**src/rtl/rpi_irq_pkg.sv**
```systemverilog
// Shared definitions for the Raspberry Pi interrupt handshake logic.
package rpi_irq_pkg;

  typedef enum logic [1:0] {
    ST_IDLE         = 2'd0,
    ST_ASSERT       = 2'd1,
    ST_WAIT_RELEASE = 2'd2
  } irq_state_e;

  // 1.333 ms at 50 MHz.
  localparam int unsigned DEFAULT_TIMEOUT_CYCLES = 66666;

endpackage

```
**src/rtl/rpi_sync2.sv**
```systemverilog
// Two-flop synchronizer for asynchronous Pi GPIO inputs.
module rpi_sync2 (
  input  logic clk_in,
  input  logic rst_n,
  input  logic d,
  output logic q
);

  logic s1;

  // Double-register the asynchronous input into the clk_in domain.
  always_ff @(posedge clk_in or negedge rst_n) begin
    if (!rst_n) begin
      s1 <= 1'b0;
      q  <= 1'b0;
    end else begin
      s1 <= d;
      q  <= s1;
    end
  end

endmodule

```
**src/rtl/rpi_irq_handshake.sv**
```systemverilog
// Responder end of the FPGA-to-Pi interrupt link: raises irq_out on a period
// tick, drops it on acknowledge or timeout, and counts missed interrupts.
module rpi_irq_handshake
  import rpi_irq_pkg::*;
#(
  parameter int unsigned TIMEOUT_CYCLES = DEFAULT_TIMEOUT_CYCLES,
  parameter int unsigned MISS_W         = 8
) (
  input  logic              clk_in,
  input  logic              rst_n,
  input  logic              tick,
  input  logic              irq_enable,
  input  logic              rpi_ack,
  input  logic              miss_clear,
  output logic              irq_out,
  output logic              ack_pulse,
  output logic              timeout_pulse,
  output logic              busy,
  output logic [MISS_W-1:0] miss_count
);

  localparam int unsigned       TIMER_W    = $clog2(TIMEOUT_CYCLES);
  localparam logic [TIMER_W-1:0] TIMER_LAST = TIMER_W'(TIMEOUT_CYCLES - 1);
  localparam logic [MISS_W:0]   MISS_MAX   = {1'b0, {MISS_W{1'b1}}};

  irq_state_e         state;
  irq_state_e         state_nxt;
  logic [TIMER_W-1:0] timer;
  logic [TIMER_W-1:0] timer_nxt;
  logic               irq_nxt;
  logic               ack_nxt;
  logic               to_nxt;
  logic [MISS_W-1:0]  miss_nxt;

  logic               ack_s2;
  logic               ack_s3;
  logic               ack_rise;
  logic               ack_lvl;
  logic               overrun;
  logic [1:0]         miss_inc;
  logic [MISS_W:0]    miss_base;
  logic [MISS_W:0]    miss_sum;

  rpi_sync2 u_ack_sync (
    .clk_in (clk_in),
    .rst_n  (rst_n),
    .d      (rpi_ack),
    .q      (ack_s2)
  );

  // History flop for rising-edge detection on the synchronized acknowledge.
  always_ff @(posedge clk_in or negedge rst_n) begin
    if (!rst_n) begin
      ack_s3 <= 1'b0;
    end else begin
      ack_s3 <= ack_s2;
    end
  end

  assign ack_rise = ack_s2 & ~ack_s3;
  assign ack_lvl  = ack_s2;
  assign busy     = (state != ST_IDLE);
  assign overrun  = tick & busy;

  // Next-state, timer, pulse and miss-counter logic.
  always_comb begin
    state_nxt = state;
    timer_nxt = timer;
    ack_nxt   = 1'b0;
    to_nxt    = 1'b0;
    irq_nxt   = 1'b0;
    miss_inc  = 2'd0;
    miss_base = '0;
    miss_sum  = '0;
    miss_nxt  = miss_count;

    case (state)
      ST_IDLE: begin
        if (tick && irq_enable) begin
          state_nxt = ST_ASSERT;
          timer_nxt = '0;
        end
      end
      ST_ASSERT: begin
        if (!irq_enable) begin
          state_nxt = ST_IDLE;
          timer_nxt = '0;
        end else if (ack_rise) begin
          state_nxt = ST_WAIT_RELEASE;
          ack_nxt   = 1'b1;
          timer_nxt = '0;
        end else if (timer == TIMER_LAST) begin
          state_nxt = ST_WAIT_RELEASE;
          to_nxt    = 1'b1;
          timer_nxt = '0;
        end else begin
          timer_nxt = timer + TIMER_W'(1);
        end
      end
      ST_WAIT_RELEASE: begin
        if (!ack_lvl) begin
          state_nxt = ST_IDLE;
        end
      end
      default: begin
        state_nxt = ST_IDLE;
        timer_nxt = '0;
      end
    endcase

    irq_nxt = (state_nxt == ST_ASSERT);

    // Clear is applied before this cycle's increments; sum is one bit wider
    // so saturation can be detected for a +2 step.
    miss_inc  = {1'b0, to_nxt} + {1'b0, overrun};
    miss_base = miss_clear ? '0 : {1'b0, miss_count};
    miss_sum  = miss_base + (MISS_W+1)'(miss_inc);
    miss_nxt  = (miss_sum > MISS_MAX) ? MISS_MAX[MISS_W-1:0] : miss_sum[MISS_W-1:0];
  end

  // State, timer, registered outputs and miss counter.
  always_ff @(posedge clk_in or negedge rst_n) begin
    if (!rst_n) begin
      state         <= ST_IDLE;
      timer         <= '0;
      irq_out       <= 1'b0;
      ack_pulse     <= 1'b0;
      timeout_pulse <= 1'b0;
      miss_count    <= '0;
    end else begin
      state         <= state_nxt;
      timer         <= timer_nxt;
      irq_out       <= irq_nxt;
      ack_pulse     <= ack_nxt;
      timeout_pulse <= to_nxt;
      miss_count    <= miss_nxt;
    end
  end

endmodule

```
**config.mk**
```make
export PLATFORM = sky130hd
export DESIGN_NAME = rpi_irq_handshake
export DESIGN_NICKNAME = d
export VERILOG_FILES = /design/src/rtl/rpi_irq_pkg.sv /design/src/rtl/rpi_sync2.sv /design/src/rtl/rpi_irq_handshake.sv
export SDC_FILE = /design/constraint.sdc
export NUM_CORES = 1
export LEC_CHECK = 0
export ABC_CLOCK_PERIOD_IN_PS = 3000
export CORE_MARGIN = 1.5
export CORE_UTILIZATION = 45
export CTS_CLUSTER_SIZE = 16
export DETAILED_ROUTE_END_ITERATION = 8
export GPL_TIMING_DRIVEN = 0
export PLACE_DENSITY = 0.63
export SYNTH_ARGS = -nofsm -noshare
export SYNTH_HDL_FRONTEND = slang
export SYNTH_SLANG_ARGS = --single-unit
export TNS_END_PERCENT = 20
```
**constraint.sdc**
```tcl
create_clock -name clk_in -period 3 [get_ports clk_in]
set_clock_uncertainty 0.15 [all_clocks]
set_input_delay 0.6 -clock clk_in [delete_from_list [all_inputs] [get_ports clk_in]]
set_output_delay 0.6 -clock clk_in [all_outputs]
set_load 0.02 [all_outputs]
```
==> impl_metrics.json <==
{
  "clk_latency_ns": 0.29,
  "hpwl_um": 2970,
  "p_int_mw": 0.665,
  "powerDensity_nw_per_um2": 423,
  "vias": 1593,
  "grt_pass1_vias": 1596,
  "ir_worst_vdd_mv": 0.263,
  "p_leak_nw": 0.878,
  "gr-total-overflow": 0,
  "worstPathRequired_ns": 3.05,
  "post-route-period-util_pct": 91.6,
  "synth-seq-cells": 33,
  "slew_headroom_pct": 38.0,
  "ys.flop_type": "dfrtp_1",
  "drt_wl_total_um": 4320,
  "p_clk_share_pct": 36.1,
  "cts_hold_buffers": 0,
  "ant_nets": 0,
  "critical_path_class": "reg2reg",
  "grt_max_degree": 34,
  "max_clock_freq_mhz": 364,
  "rsz0062_at_grt": "false",
  "antenna_found_initial": 0,
  "rows": 22,
  "port_buffers": 17,
  "seqPwrFrac_pct": 51.8,
  "nets": 219,
  "die_h_um": 65.9,
  "wl_per_cell_um": 16.7,
  "status": "finished clean",
  "initial_core_util_pct": 47.6,
  "crit_slowest_cell": "dfrtp_1",
  "arrival_ns": 2.80,
  "numClockSinks": 33,
  "ys_async_sr_fraction_pct": 100,
  "path_cells": "inv_1 > ha_1 > nor4bb_4 > nand4_2 > buf_6 > nor3_4 > fa_2 > ha_2 > nand3b_1 > nor2_2 > nand4_1 > o21ai_0",
  "cts_tree": "done",
  "tightest_slew_ns": 0.925,
  "startpoint_type": "flip-flop",
  "clkTransAtPathRegs_ns": 0.08,
  "core_um2": 3740,
  "synthToLayoutAreaGrowth_pct": 20.8,
  "diodes": 0,
  "synthCells": 183,
  "htreeDepth": 2,
  "yosysTopAreaCell": "dfrtp_1",
  "pwr-share-comb_pct": 12.2,
  "firstDrtPassIters": 4,
  "cp-end-kind": "flip-flop",
  "synthTopCellsByCount": "33 x dfrtp_1, 16 x a31oi_1, 15 x nand2_1, 14 x nand3_1, 11 x nand4_1",
  "yosys_warnings": 0,
  "synth.distinct_cells": 47,
  "drv_cap": 0,
  "dp_cells": 248,
  "synthTopCellsByArea": "dfrtp_1 46%, a31oi_1 5.6%, nand3_1 3.9%",
  "hold_violations": 0,
  "grt_pass1_wl_um": 7460,
  "yosysSeqAreaShare_pct": 46.3,
  "fin_area_um2": 2150,
  "multiInputGateArea_um2": 928,
  "cts_buffer_depth": 2,
  "drc": 0,
  "synth.avg_cell_area_um2": 9.74,
  "syn_nets": 193,
  "grtUsageTotal_pct": 22.5,
  "cts-root-buf": "clkbuf_8",
  "cts_buffers": 5,
  "die_w_um": 65.9,
  "dpl_cell_area_um2": 2010,
  "hold_path_class": "in2async",
  "design.die.area_um2": 4350,
  "setup_violations": 0,
  "num_io_pins": 18,
  "yosysMostFrequentCell": "dfrtp_1",
  "seqCellArea_um2": 826,
  "drive_gt1_share_pct": 13.3,
  "synth_top_area_share_pct": 46.3,
  "cpPeakStageDelay_ns": 0.42,
  "worstPathMaxFanout": 10,
  "drv_slew": 0,
  "gp_congestion": 0.836,
  "finalNonFillerCells": 258,
  "vias_per_cell": 6.17,
  "synth_enable_flop_cells": 0,
  "fill_cells": 336,
  "switchingPower_mw": 0.245,
  "min_period_ns": 2.75,
  "swShare_pct": 27.0,
  "drtIter0Drc": 225,
  "syn_area_um2": 1780
}
## per-layer routing
layer | track usage (%) | wire length (µm) | part of all wire (%) | up-vias
met2 | 39.1 | 2200 | 51 | 60
met1 | 27.0 | 1810 | 42 | 770
met4 | 8.42 | 71 | 1.6 | 0
li1 | - | - | - | 752
met3 | 5.11 | 240 | 5.6 | 11
met5 | 0 | 0 | 0 | -
## through the flow
stage               TNS (ns)  hold WS [ns]  worst slack [ns]  power (mW)  util, %
global placement       -2.32         0.189            -0.349       0.585     53.8
floorplan                  0         0.154             0.237       0.538        -
global route               0         0.227           0.00942       0.952     57.5
CTS                        0         0.218            0.0340       0.920     56.5
finish                     0         0.214             0.251       0.910     57.5
detailed placement     -2.63         0.193            -0.409       0.587     53.6
## worst paths after layout
path,startpoint,endpoint,slack (ns),cells past startpoint
max,timer[1],miss_count[4],0.25,12
max in group asynchronous,rst_n,irq_out,2.01,1
max reg2reg,timer[1],miss_count[4],0.25,12
min reg2reg,u_ack_sync.s1,u_ack_sync.q,0.21,0
min in group clk_in,u_ack_sync.s1,u_ack_sync.q,0.21,0
min,rst_n,timer[13],0.21,1
## layout by cell type, fill, tap and decap left out, types with 4 or more instances in the layout
master,instances
inv_1,7
clkbuf_1,4
clkbuf_8,5
nand4_1,11
nand3_1,14
o22ai_1,5
a31oi_1,16
nand2b_1,4
dfrtp_1,33
nor2b_1,4
o21ai_0,6
nand2_1,15
nor2_1,4
clkdlybuf4s50_1,16
## worst max-delay path, delay by kind of cell, from the launching register on
kind            cells  cell delay, ns
compound gates      1            0.16
buf+inv             2            0.29
flops               1            0.42
fa+ha+maj           3            0.59
simple gates        6            1.05
## timing repair
action | 4_1_cts | 5_1_grt
setup buffers | 1 | 1
gates resized for setup | 4 | 10
pin swaps | 2 | 2
setup endpoints to repair | 8 | 6
## power groups by stage
stage	Combinational (mW)	Clock (mW)	Sequential, mW
detailed placement	0.108	0	0.479
floorplan	0.0546	0	0.483
global placement	0.106	0	0.479
finish	0.111	0.328	0.471
CTS	0.109	0.340	0.471
global route	0.123	0.356	0.473
## registers in the layout, indices dropped and copies added (netlist names)
register	flops
timer	17
state	2
timeout_pulse	1
irq_out	1
ack_s3	1
miss_count	8
u_ack_sync.s1	1
ack_pulse	1
u_ack_sync.q	1
## cell families after synthesis
kind of cell	Yosys count	share of synthesized area (%)
compound gates	43	16.1
xor+xnor	4	1.97
fa+ha+maj	4	3.23
buf+inv	14	3.86
flops	33	46.3
simple gates	85	28.5
## layout make-up
type                            count  share of cell area [%]
Buffer                              7                    2.32
Inverter                            7                    1.22
Timing Repair Buffer               19                    8.37
Clock buffer                        6                    3.37
Multi-Input combinational cell    136                    43.1
Clock inverter                      2                   0.465
Sequential cell                    33                    38.3
Tap cell                           48                    2.79
No activity file was read; power rests on OpenSTA's default activity.
==> RTL edit: new RTL, same flow settings <==
Put one more register stage on the output `miss_count`. The value now appears one clock later. The other outputs are not delayed to match.
--- a/src/rtl/rpi_irq_handshake.sv
+++ b/src/rtl/rpi_irq_handshake.sv
@@ -23,4 +23,6 @@
   localparam logic [TIMER_W-1:0] TIMER_LAST = TIMER_W'(TIMEOUT_CYCLES - 1);
   localparam logic [MISS_W:0]   MISS_MAX   = {1'b0, {MISS_W{1'b1}}};
+
+  logic [MISS_W-1:0] miss_count_s0;
 
   irq_state_e         state;
@@ -73,5 +75,5 @@
     miss_base = '0;
     miss_sum  = '0;
-    miss_nxt  = miss_count;
+    miss_nxt  = miss_count_s0;
 
     case (state)
@@ -114,5 +116,5 @@
     // so saturation can be detected for a +2 step.
     miss_inc  = {1'b0, to_nxt} + {1'b0, overrun};
-    miss_base = miss_clear ? '0 : {1'b0, miss_count};
+    miss_base = miss_clear ? '0 : {1'b0, miss_count_s0};
     miss_sum  = miss_base + (MISS_W+1)'(miss_inc);
     miss_nxt  = (miss_sum > MISS_MAX) ? MISS_MAX[MISS_W-1:0] : miss_sum[MISS_W-1:0];
@@ -127,5 +129,5 @@
       ack_pulse     <= 1'b0;
       timeout_pulse <= 1'b0;
-      miss_count    <= '0;
+      miss_count_s0 <= '0;
     end else begin
       state         <= state_nxt;
@@ -134,6 +136,10 @@
       ack_pulse     <= ack_nxt;
       timeout_pulse <= to_nxt;
-      miss_count    <= miss_nxt;
+      miss_count_s0 <= miss_nxt;
     end
+  end
+
+  always_ff @(posedge clk_in) begin
+    miss_count <= miss_count_s0;
   end
 
Check against the original RTL: not equivalent (a bounded check fails within 4 cycles, from zero or initial values and one cycle with rst_n low).
==> RTL edit against the unedited design <==
Final cell count unchanged; final area increased by 5.5%; synthesized area increased by 2.7%; setup slack got worse by 0.21 ns; total power increased by 28%; sequential cell count increased by 8; wire length decreased by 12%; hold slack got worse by 0.012 ns; critical path type unchanged; largest power group unchanged.
==> RTL edit: results (changes against the unedited design) <==
| Metric | Value |
|---|---|
| Slew @ Worst Pin | 0.726 ns (-0.199 ns) |
| Distinct cells, synth | 43 (-8.5%) |
| Met2 usage | 0.315 (-0.0764) |
| Fraction of layout cells with a size suffix above 1 | 0.144 (+0.0109) |
| Dpl hpwl | 2.61 mm (-12%) |
| Met1 wire length | 1.68 mm (-7.4%) |
| Nets | 217 (-0.91%) |
| Routed wl met2 | 1.89 mm (-14%) |
| Post-Route WL | 3.79 mm (-12%) |
| Vias after detailed routing | 1454 (-8.7%) |
| Pre-CTS setup slack | -0.483 ns (-0.0743 ns) |
| Met3 Resource Use GR | 0.0507 (-0.000432) |
| Synth Area per Inst | 10.3 µm² (+6.2%) |
| Slowest-stage cell, CP | or4bb_4 |
| Biggest regs | timer: 17 flops, miss_count: 8 flops, miss_count_s0: 8 flops |
| Reg-to-Reg Start | timer[1] |
| RePlAce Congestion | 0.857 (+2.5%) |
| Vias in the first global route | 1386 (-13%) |
| Multiplexer share of the synthesized area | 0.00546 (+0.00546) |
| Maximum vdd ir drop | 300 µV (+14%) |
| Outcome | finished, final reports clean |
| Compound-cell area share of the yosys netlist | 0.145 (-0.0166) |
| Placed Area | 2060 µm² (+2.6%) |
| Initial DRC Count | 62 (-72%) |
| Post-synthesis sequential area ratio | 0.538 (+0.0751) |
| First-pass GRT wire length | 6.47 mm (-13%) |
| Syn_nets | 187 (-3.1%) |
| CP arrival | 3.03 ns (+0.23 ns) |
| Crit path largest cell delay | 0.47 ns (+0.05 ns) |
| CP max FO | 6 (-4) |
| GR Util All Layers | 0.196 (-0.0289) |
| Highest metal used | met4 |
| Post-Synth Adder-Cell Area | 0.0314 (-0.000860) |
| Leakage Power | 0.923 nW (+5.1%) |
| Port-buffer cells | 17 (unchanged) |
| Xor/xnor share of the synthesized area | 0.0239 (+0.00426) |
| Met1 GRT Util | 0.254 (-0.0166) |
| # placed instances | 244 (-1.6%) |
| Synth area leaders | dfrtp_1 45%, dfxtp_1 8.7%, o21ai_1 3.3% |
| Ys async rst share | 0.805 (-0.195) |
| Synth cell count leaders | 33 x dfrtp_1, 12 x o21ai_1, 11 x nor2_1 |
| Largest net degree at the start of global routing | 34 (unchanged) |
| Met3 routed WL | 164 µm (-32%) |
[RTL edit: cell types whose count changed after synthesis, moves of 4 or more]
cell,change
o21ai_0,-5
nor2_1,+6
a21oi_1,+6
a31oi_1,-9
or3_1,+4
nand4_1,-6
a22o_1,+4
o21ai_1,+12
dfxtp_1,+8
nor3_1,+4
nand3_1,-4
nand2_1,-7
[RTL edit: area by class of cell]
type                            instances  area, µm²
Buffer                                  5       30.0
Clock buffer                            7       86.3
Clock inverter                          1       30.0
Fill cell                             332       1670
Inverter                                8       30.0
Multi-Input combinational cell        123        835
Sequential cell                        41        988
Tap cell                               50       62.6
Timing Repair Buffer                   23        210
[RTL edit: worst paths after layout]
check | to | depth (start not counted) | slack [ns]
setup / recovery | miss_count_s0[3] | 11 | 0.04
min in group clk_in | u_ack_sync.q | 0 | 0.22
hold / removal | miss_count_s0[2] | 1 | 0.20
setup reg to reg | miss_count_s0[3] | 11 | 0.04
hold reg to reg | u_ack_sync.q | 0 | 0.22
max in group asynchronous | timer[0] | 1 | 1.98
[RTL edit: worst max-delay path, delay by kind of cell (launching register included)]
family | cells | cell delay [ns]
AO/OA/AOI/OAI | 1 | 0.16
adder cells (fa/ha/maj) | 3 | 0.50
buffers and inverters | 1 | 0.08
flip-flops | 1 | 0.39
AND/OR/NAND/NOR | 6 | 1.61
[RTL edit: repair_timing]
item,CTS,global route
resized for setup,11,2
buffers inserted,5,1
endpoints found under the setup margin,8,8
pin swaps,6,3
[RTL edit: where the power goes]
group | total (W) | internal (W) | switching (W) | leakage, nW
Clock | 0.000461 | 0.000271 | 0.000189 | 0.0585
Combinational | 0.000120 | 0.0000515 | 0.0000683 | 0.353
Sequential | 0.000583 | 0.000569 | 0.0000143 | 0.511
Total | 0.00116 | 0.000891 | 0.000272 | 0.923
